--- config.mk ---
export PLATFORM = sky130hd
export DESIGN_NAME = full_subtractor_reg
export DESIGN_NICKNAME = d
export VERILOG_FILES = /design/src/rtl/full_subtractor_pkg.sv /design/src/rtl/full_subtractor_bit.sv /design/src/rtl/full_subtractor_reg.sv
export SDC_FILE = /design/constraint.sdc
export NUM_CORES = 1
export LEC_CHECK = 0
export ABC_AREA = 1
export CAP_MARGIN = 5
export CORE_AREA = 4 4 41 43
export DETAILED_ROUTE_END_ITERATION = 16
export DIE_AREA = 0 0 45 47
export HOLD_SLACK_MARGIN = 0.05
export PLACE_DENSITY = 0.36
export SKIP_LAST_GASP = 1
export SLEW_MARGIN = 15
export SYNTH_ARGS = -nofsm -noshare
export SYNTH_HDL_FRONTEND = slang
export SYNTH_SLANG_ARGS = --single-unit
--- constraint.sdc ---
create_clock -name clk -period 1.3 [get_ports clk]
set_input_delay 0.325 -clock clk [delete_from_list [all_inputs] [get_ports clk]]
set_output_delay 0.325 -clock clk [all_outputs]
set_load 0.005 [all_outputs]
--- src/rtl/full_subtractor_pkg.sv ---
// Shared constants and a behavioural reference for the registered ripple-borrow subtractor.
package full_subtractor_pkg;

    localparam int FS_MAX_WIDTH = 64;
    localparam logic [FS_MAX_WIDTH-1:0] FS_RST_VAL = '0;

    // Result packing: bit FS_MAX_WIDTH is the borrow-out, low bits carry the difference.
    function automatic logic [FS_MAX_WIDTH:0] fs_ref(
        input logic [FS_MAX_WIDTH-1:0] a,
        input logic [FS_MAX_WIDTH-1:0] b,
        input logic                    bin,
        input int unsigned             width
    );
        logic [FS_MAX_WIDTH-1:0] mask;
        logic [FS_MAX_WIDTH:0]   full;
        mask = {FS_MAX_WIDTH{1'b1}} >> (FS_MAX_WIDTH - width);
        full = {1'b0, a & mask} - {1'b0, b & mask} - {{FS_MAX_WIDTH{1'b0}}, bin};
        return {full[FS_MAX_WIDTH], full[FS_MAX_WIDTH-1:0] & mask};
    endfunction

endpackage

--- src/rtl/full_subtractor_bit.sv ---
// 1-bit full subtractor cell: diff = a ^ b ^ bin, borrow when a < b + bin.
// Latency: purely combinational, zero cycles.
// Backpressure: none; output follows inputs continuously.
module full_subtractor_bit (
    input  logic a,
    input  logic b,
    input  logic bin,
    output logic diff,
    output logic b_out
);

    assign diff  = a ^ b ^ bin;
    assign b_out = (~a & b) | (~(a ^ b) & bin);

endmodule

--- src/rtl/full_subtractor_reg.sv ---
// Registered ripple-borrow subtractor: {b_out, diff} = a - b - bin over WIDTH bits.
// Latency: 1 cycle from in_valid to out_valid; outputs hold when in_valid is low.
// Backpressure: none; the consumer must take every result flagged by out_valid.
module full_subtractor_reg
    import full_subtractor_pkg::*;
#(
    parameter int WIDTH = 1
) (
    input  logic             clk,
    input  logic             rst_n,
    input  logic             in_valid,
    input  logic [WIDTH-1:0] a,
    input  logic [WIDTH-1:0] b,
    input  logic             bin,
    output logic             out_valid,
    output logic [WIDTH-1:0] diff,
    output logic             b_out
);

    logic [WIDTH:0]   borrow;
    logic [WIDTH-1:0] diff_c;

    assign borrow[0] = bin;

    for (genvar i = 0; i < WIDTH; i++) begin : g_bit
        full_subtractor_bit u_bit (
            .a    (a[i]),
            .b    (b[i]),
            .bin  (borrow[i]),
            .diff (diff_c[i]),
            .b_out(borrow[i+1])
        );
    end

    // Data registers load only on in_valid so idle-cycle garbage on a/b/bin never reaches the outputs.
    always_ff @(posedge clk) begin
        if (!rst_n) begin
            out_valid <= 1'b0;
            diff      <= FS_RST_VAL[WIDTH-1:0];
            b_out     <= 1'b0;
        end else begin
            out_valid <= in_valid;
            if (in_valid) begin
                diff  <= diff_c;
                b_out <= borrow[WIDTH];
            end
        end
    end

endmodule

* Yosys cells after proc, flatten, opt, wreduce, memory -nomap -nowiden
Index checks and enable logic that the tools add are counted.
Cells by class: bitwise operators 7
Operator list (number):
- 1-bit AND | 2
- 1-bit NOT | 2
- 1-bit XOR | 2
- 1-bit OR | 1
Word-level totals: flip-flop bits (word level) 3, input bits 6

* Depth between registers and ports, before layout
Gate-level depths: netlist of run 1.
depth after elaboration 4, depth in mapped cells 6

* By module
Synthesis of run 1 repeated with hierarchy kept, for this count alone.
Second synthesis, totals: cell total of the unflattened synthesis 19, area, all modules 136.4 um^2
Modules (own cells, without submodules):
- full_subtractor_reg | instances 1, cells an instance 15, area an instance 105.1 um^2
- full_subtractor_bit | instances 1, cells an instance 4, area an instance 31.3 um^2

* Worst setup path after synthesis of run 1
Ideal clock, no wire load.
kind in2reg, start input b, end register diff, data arrival time 1.019 ns, setup slack 0.217 ns, stages 6, buffers on the path 0, path through inv_1 -> fa_1 -> inv_1 -> nand2_1 -> nand2_1 -> nor2_1
On the way: longest elaborated chain between the ends 2
RTL lines:
- start, declared | RTL line full_subtractor_reg.sv:13 | input logic [WIDTH-1:0] b,
- 1-bit XOR (2 in a row) | RTL line full_subtractor_bit.sv:12 | assign diff = a ^ b ^ bin;
- via diff_c | RTL line full_subtractor_reg.sv:21 | logic [WIDTH-1:0] diff_c;
- end signal, assigned | RTL line full_subtractor_reg.sv:39 | diff <= FS_RST_VAL[WIDTH-1:0];
- end signal, assigned | RTL line full_subtractor_reg.sv:44 | diff <= diff_c;
- end, declared | RTL line full_subtractor_reg.sv:16 | output logic [WIDTH-1:0] diff,
The timed path passes the listed nets, and every way through them passes these cells. A chain may end at the register's enable or synchronous reset.

* Final worst setup path of run 1
start input a, end register diff
On the way: longest elaborated chain between the ends 2
RTL lines:
- start, declared | RTL line full_subtractor_reg.sv:12 | input logic [WIDTH-1:0] a,
- 1-bit XOR (2 in a row) | RTL line full_subtractor_bit.sv:12
- via diff_c | RTL line full_subtractor_reg.sv:21
The timed path passes the listed nets, and every way through them passes these cells.

==> metrics.md, run 1 <==
| Metric | Value |
|---|---|
| Crit path cell chain | dlygate4sd2_1 > fa_1 > inv_1 > nand2_1 > nand2_1 > nor2_1 |
| Vias in the first global route | between 100 and 150 |
| Sw Pwr | slightly below 70 µW |
| Post-place setup slack | -316 ps |
| Initial antenna violation count | 0 |
| Yosys cell types | 5 |
| Num CTS Buffers | 3 |
| RD Place Congestion | 0.629 |
| Buf+Inv Stages, Crit Path | 2 |
| Area share of fa/ha/maj cells after synthesis | around 16% |
| # IOs | 9 |
| Max-cap violation count | 0 |
| Synth Area in Simple Gates | a little over a quarter |
| Area growth, synth to finish | 91.3% |
| WP data arrival | ~1300 ps |
| DP HPWL | approximately 280 µm |
| Placed Area | roughly 230 µm² |
| Tightest Pin Transition | between 150 and 200 ps |
| CTS tree | yes |
| Final setup TNS | 0 ps |
| Critical Path Source Type | primary input |
| Core area | 0.00130 mm² |
| Layout Skew | 0 ps |
| Starting Density | roughly 9.9% |
| DRT antenna net count | 0 |
| Max FO, Critical Path | 1 |
| Clk pin slew, worst setup/hold paths | about 40 ps |
| Most frequent cell on the critical path | nand2_1 |
| Slew Viols, Final | 0 |
| Largest net degree at the start of global routing | 6 |
| Share of the synthesized area in the top cell type | 46.6% |
| Cells after synthesis | 17 |
| Slew headroom | between 80% and 90% |
| Share of power burned in registers | around 33% |
| Sw frac | 22.1% |
| Hold Slack | between 400 and 500 ps |
| Fillers | approximately 170 |
| Area leader, netlist | dfxtp_1 |
| Internal power | approximately 240 µW |
| Clk sink count | 3 |
| Top delay family on crit path | adder cells |
| Sequential area share after synthesis | 46.6% |
| Fin cells | 44 |
| Final instance area | ~250 µm² |
| Post-route clock period utilization | about nine tenths |
| # DRC | 0 |
| First-pass DRT Iterations | 2 |
| Tmin final | 1160 ps |
| First-pass GRT wire length | 634 µm |
| VDD IR max | ~200 µV |
| Max incr delay on CP | around 530 ps |
| GR Util All Layers | under 10% |
| Die X | ~45 µm |
| Post-CTS sizing | 7 |
| Syn Area/Cell | around 7.6 µm² |
| Post-layout nets | 37 |
| Crit-path slowest cell | fa_1 |
| Most common cell after layout, fill and taps aside | dlygate4sd2_1 |
| Worst hold path type | flip-flop to flip-flop |
| Vias after detailed routing | 137 |
| CTS Root Cell | clkbuf_4 |
| Rows | 13 |
| RSZ-0062 raised after global routing | no |
| Pwr dens | 1240 mW/mm² |
| Clk buf depth | 2 |
| Top post-synthesis cells by area | dfxtp_1 (47%), fa_1 (16%), nand2_1 (15%) |
| Worst Setup Path Type | primary input to flip-flop |
| Critical path capture point type | flip-flop |
| Wirelength per Cell | about 8.2 µm |
| Mux share of post-synthesis cell area | 0% |
| Critical path required time | ~1500 ps |
| Leak Pwr | 0.135 nW |
| Initial DRC count | 4 |
| Commonest non-fill, non-tap cells in the layout | dlygate4sd2_1 (6), nand2_1 (5), nor2_1 (4) |
| Post-Synth XOR/XNOR Area | 0% |
| Synthesized Nets | 24 |
| Logic pwr share | between 10% and 20% |
| Congestion Overflow GR | 0 |
| Register bit count reported by yosys | 3 |
| # setup viols final | 0 |
| Synth Area in Compound Gates | 0% |
| Share of layout cells above drive strength 1 | 13.8% |
| Setup Buffers After CTS | 0 |
| Main combinational cell family by area after synthesis | simple AND/OR/NAND/NOR gates |
| Synth Warn # | 0 |
| Synth Cell Area | 129 µm² |
| Outcome | finished, final reports clean |
| Die height | ~47 µm |
| Ant diodes | 0 |
| Fmax | about 0.86 GHz |
| H-Tree Depth | 1 |
| Die ar. | 0.00212 mm² |
| Port Buffer Count | 8 |
| Inst Count DP | 40 |
| Hold Buf Count CTS | 0 |
| Total wire length | 359 µm |
| PnR worst setup slack | 139 ps |
| Clock power share | between 50% and 60% |
| Drt via density | roughly 3.1 |
| Final hold vios | 0 |
| Clk_lat worst skew | between 200 and 250 ps |
metal layers:
layer / global-route usage [%] / part of all wire, % / vias up
met2: 5.37 / 42 / 8
met4: 7.02 / 0 / 0
met5: 0 / 0 / -
li1: - / - / 71
met3: 6.51 / 21 / 0
met1: 4.32 / 37 / 58
flip-flops by register name, summed over array words and instances, names as in the netlist:
| register | cells |
|---|---|
| out_valid | 1 |
| diff | 1 |
| b_out | 1 |
path summary, 6_finish.rpt:
check	slack, ps	end	cells after the start	startpoint
worst max-delay path	140	diff	6	a
worst min-delay path	470	b_out	2	b_out
worst max register to register	760	b_out	2	b_out
worst min register to register	470	b_out	2	b_out
cells in the mapped netlist:
cell     n
nand2_1  5
fa_1     1
inv_1    4
nor2_1   4
dfxtp_1  3
area by class of cell:
cell class	instances	area (µm²)	share of cell area, %
repair buffers	8	72.6	29.4
flip-flops and latches	3	60.1	24.4
multi-input cells	10	53.8	21.8
clock buffers	4	26.3	10.7
well taps	15	18.8	7.61
inverters	4	15.0	6.09
per-stage QoR:
stage | utilization [%] | power (mW)
after floorplan | - | 0.120
after global placement | 17.5 | 0.153
after detailed placement | 17.5 | 0.154
after CTS | 18.9 | 0.318
after global routing | 18.9 | 0.340
final | 18.9 | 0.305
logic make-up (layout without fill, tap and decap cells):
logic type,Yosys count,after routing
simple gates,9,9
buf+inv,4,16
flops,3,3
fa+ha+maj,1,1
power groups by stage:
stage	combinational [mW]	clock, mW	sequential [mW]
final	0.0415	0.162	0.102
after global routing	0.0490	0.188	0.103
after CTS	0.0431	0.173	0.102
after detailed placement	0.0501	0	0.104
after global placement	0.0493	0	0.103
after floorplan	0.0153	0	0.104
worst min-delay path, delay by kind of cell (launching register included):
kind             cells  cell delay, ps
flip-flops           1             310
AND/OR/NAND/NOR      2             120
Power figures use the tool's default switching activity.
==> run 2: changes to the inputs <==
--- a/config.mk
+++ b/config.mk
@@ -7,11 +7,13 @@
 export LEC_CHECK = 0
 export ABC_AREA = 1
 export CAP_MARGIN = 5
+export CELL_PAD_IN_SITES_DETAIL_PLACEMENT = 1
+export CELL_PAD_IN_SITES_GLOBAL_PLACEMENT = 2
 export CORE_AREA = 4 4 41 43
 export DETAILED_ROUTE_END_ITERATION = 16
 export DIE_AREA = 0 0 45 47
 export HOLD_SLACK_MARGIN = 0.05
-export PLACE_DENSITY = 0.36
+export PLACE_DENSITY = 0.55
 export SKIP_LAST_GASP = 1
 export SLEW_MARGIN = 15
 export SYNTH_ARGS = -nofsm -noshare
==> constraint.sdc (replaced) <==
create_clock -name clk -period 1.2 [get_ports clk]
set_input_delay 0.3 -clock clk [delete_from_list [all_inputs] [get_ports clk]]
set_output_delay 0.3 -clock clk [all_outputs]
set_load 0.005 [all_outputs]
==> metrics.md, run 2 (synthesized netlist as in run 1, its figures left out) <==
| Metric | Value |
|---|---|
| VDD IR max | about 430 µV |
| Largest net degree at the start of global routing | 6 |
| Crit-path slowest cell | fa_1 |
| Total wire length | 300 µm |
| Worst Setup Path Type | primary input to flip-flop |
| Worst hold path type | flip-flop to flip-flop |
| Die ar. | about 0.0021 mm² |
| Area growth, synth to finish | 91.3% |
| Initial DRC count | 1 |
| Tmin final | around 1100 ps |
| Most common cell after layout, fill and taps aside | dlygate4sd2_1 |
| CTS Root Cell | clkbuf_4 |
| # setup viols final | 0 |
| Top delay family on crit path | adder cells |
| RD Place Congestion | about 0.62 |
| Post-layout nets | 37 |
| Most frequent cell on the critical path | nand2_1 |
| Tightest Pin Transition | approximately 170 ps |
| Max incr delay on CP | 540 ps |
| Share of layout cells above drive strength 1 | between 10 and 15% |
| Initial antenna violation count | 0 |
| Final hold vios | 0 |
| Wirelength per Cell | between 6 and 7 µm |
| Critical Path Source Type | primary input |
| Hold Slack | around 460 ps |
| Congestion Overflow GR | 0 |
| Vias in the first global route | around 160 |
| Leak Pwr | ~0.14 nW |
| Clk buf depth | 2 |
| Post-route clock period utilization | between 90% and 100% |
| Clk sink count | 3 |
| Top Registers | b_out: 1 flops, diff: 1 flops, out_valid: 1 flops |
| Slew Viols, Final | 0 |
| # IOs | 9 |
| CTS tree | yes |
| GR Util All Layers | 3.71% |
| Outcome | finished, final reports clean |
| Critical path capture point type | flip-flop |
| Rows | 13 |
| Fillers | between 150 and 200 |
| Clk_lat worst skew | 220 ps |
| PnR worst setup slack | about 53 ps |
| Commonest non-fill, non-tap cells in the layout | dlygate4sd2_1 (6), nand2_1 (5), inv_1 (4), nor2_1 (4) |
| DRT antenna net count | 0 |
| Buf+Inv Stages, Crit Path | 2 |
| Die height | roughly 47 µm |
| H-Tree Depth | 1 |
| Layout Skew | 0 ps |
| Num CTS Buffers | 3 |
| Crit path cell chain | dlygate4sd2_1 > fa_1 > inv_1 > nand2_1 > nand2_1 > nor2_1 |
| Port Buffer Count | 8 |
| WP data arrival | around 1300 ps |
| Vias after detailed routing | ~140 |
| DP HPWL | approximately 260 µm |
| Ant diodes | 0 |
| Critical path required time | around 1400 ps |
| Starting Density | 9.90% |
| Post-place setup slack | -388 ps |
| First-pass GRT wire length | ~500 µm |
| RSZ-0062 raised after global routing | no |
| Slew headroom | 88.9% |
| Pwr Total | 324 µW |
| Drt via density | about 3.2 |
| Max FO, Critical Path | 1 |
| Clk pin slew, worst setup/hold paths | approximately 30 ps |
| # DRC | 0 |
| Core area | 0.00130 mm² |
| Pwr dens | about 1300 mW/mm² |
| Die X | approximately 45 µm |
| Fmax | 0.872 GHz |
| Max-cap violation count | 0 |
| First-pass DRT Iterations | 2 |
==> run 2: cell counts in the layout (fill, tap and decap cells not counted) <==
Identical to the previous run, type by type.
==> run 2: area by class of cell <==
class,instances,area [µm²],share of cell area (%)
clock buffers,4,26.3,10.7
inverters,4,15.0,6.09
multi-input cells,10,53.8,21.8
flip-flops and latches,3,60.1,24.4
well taps,15,18.8,7.61
repair buffers,8,72.6,29.4
==> run 2: where the power goes <==
| part | switching [mW] | internal [mW] | total, mW |
|---|---|---|---|
| registers | 0.00278 | 0.108 | 0.111 |
| logic | 0.0194 | 0.0260 | 0.0454 |
| clock network | 0.0438 | 0.124 | 0.168 |
| total | 0.0659 | 0.258 | 0.324 |
==> run 2: final timing paths <==
check / startpoint / end / slack [ps] / cells after the start
worst min-delay path: diff / diff / 460 / 2
worst max register to register: b_out / b_out / 650 / 2
worst max-delay path: a / diff / 50 / 6
worst min register to register: diff / diff / 460 / 2
==> run 2: what timing repair did <==
item	in CTS	in global routing
endpoints found under the setup margin	5	0
endpoints found under the hold margin	0	0
gates resized for setup	6	0
setup buffers	0	0
hold buffers	0	0
==> run 2: worst register-to-register path, delay by kind of cell (launching register included) <==
kind             cells  cell delay [ps]
AND/OR/NAND/NOR      2              140
flip-flops           1              300
==> run 2: routing by layer <==
metal	wire length (µm)	GRT usage, %	vias to the layer above
li1	-	-	73
met1	104	2.50	64
met2	174	5.93	4
met3	20	3.45	0
met4	0	3.51	0
met5	0	0	-
==> run 2: metrics by stage <==
stage / area, µm² / TNS (ps) / utilization [%] / std cells
2_1_floorplan: 129 / 0 / - / 17
3_3_place_gp: 228 / -646 / 17.5 / 40
3_5_place_dp: 228 / -664 / 17.5 / 40
4_1_cts: 246 / 0 / 18.9 / 44
5_1_grt: 246 / 0 / 18.9 / 44
6_report: 246 / 0 / 18.9 / 44
==> run 3: changes to the inputs <==
--- a/config.mk
+++ b/config.mk
@@ -6,7 +6,7 @@
 export NUM_CORES = 1
 export LEC_CHECK = 0
 export ABC_AREA = 1
-export CAP_MARGIN = 5
+export CAP_MARGIN = 20
 export CELL_PAD_IN_SITES_DETAIL_PLACEMENT = 1
 export CELL_PAD_IN_SITES_GLOBAL_PLACEMENT = 2
 export CORE_AREA = 4 4 41 43
==> results of run 3 <==
The final DEF is identical to that of run 2; final timing and power are the same.
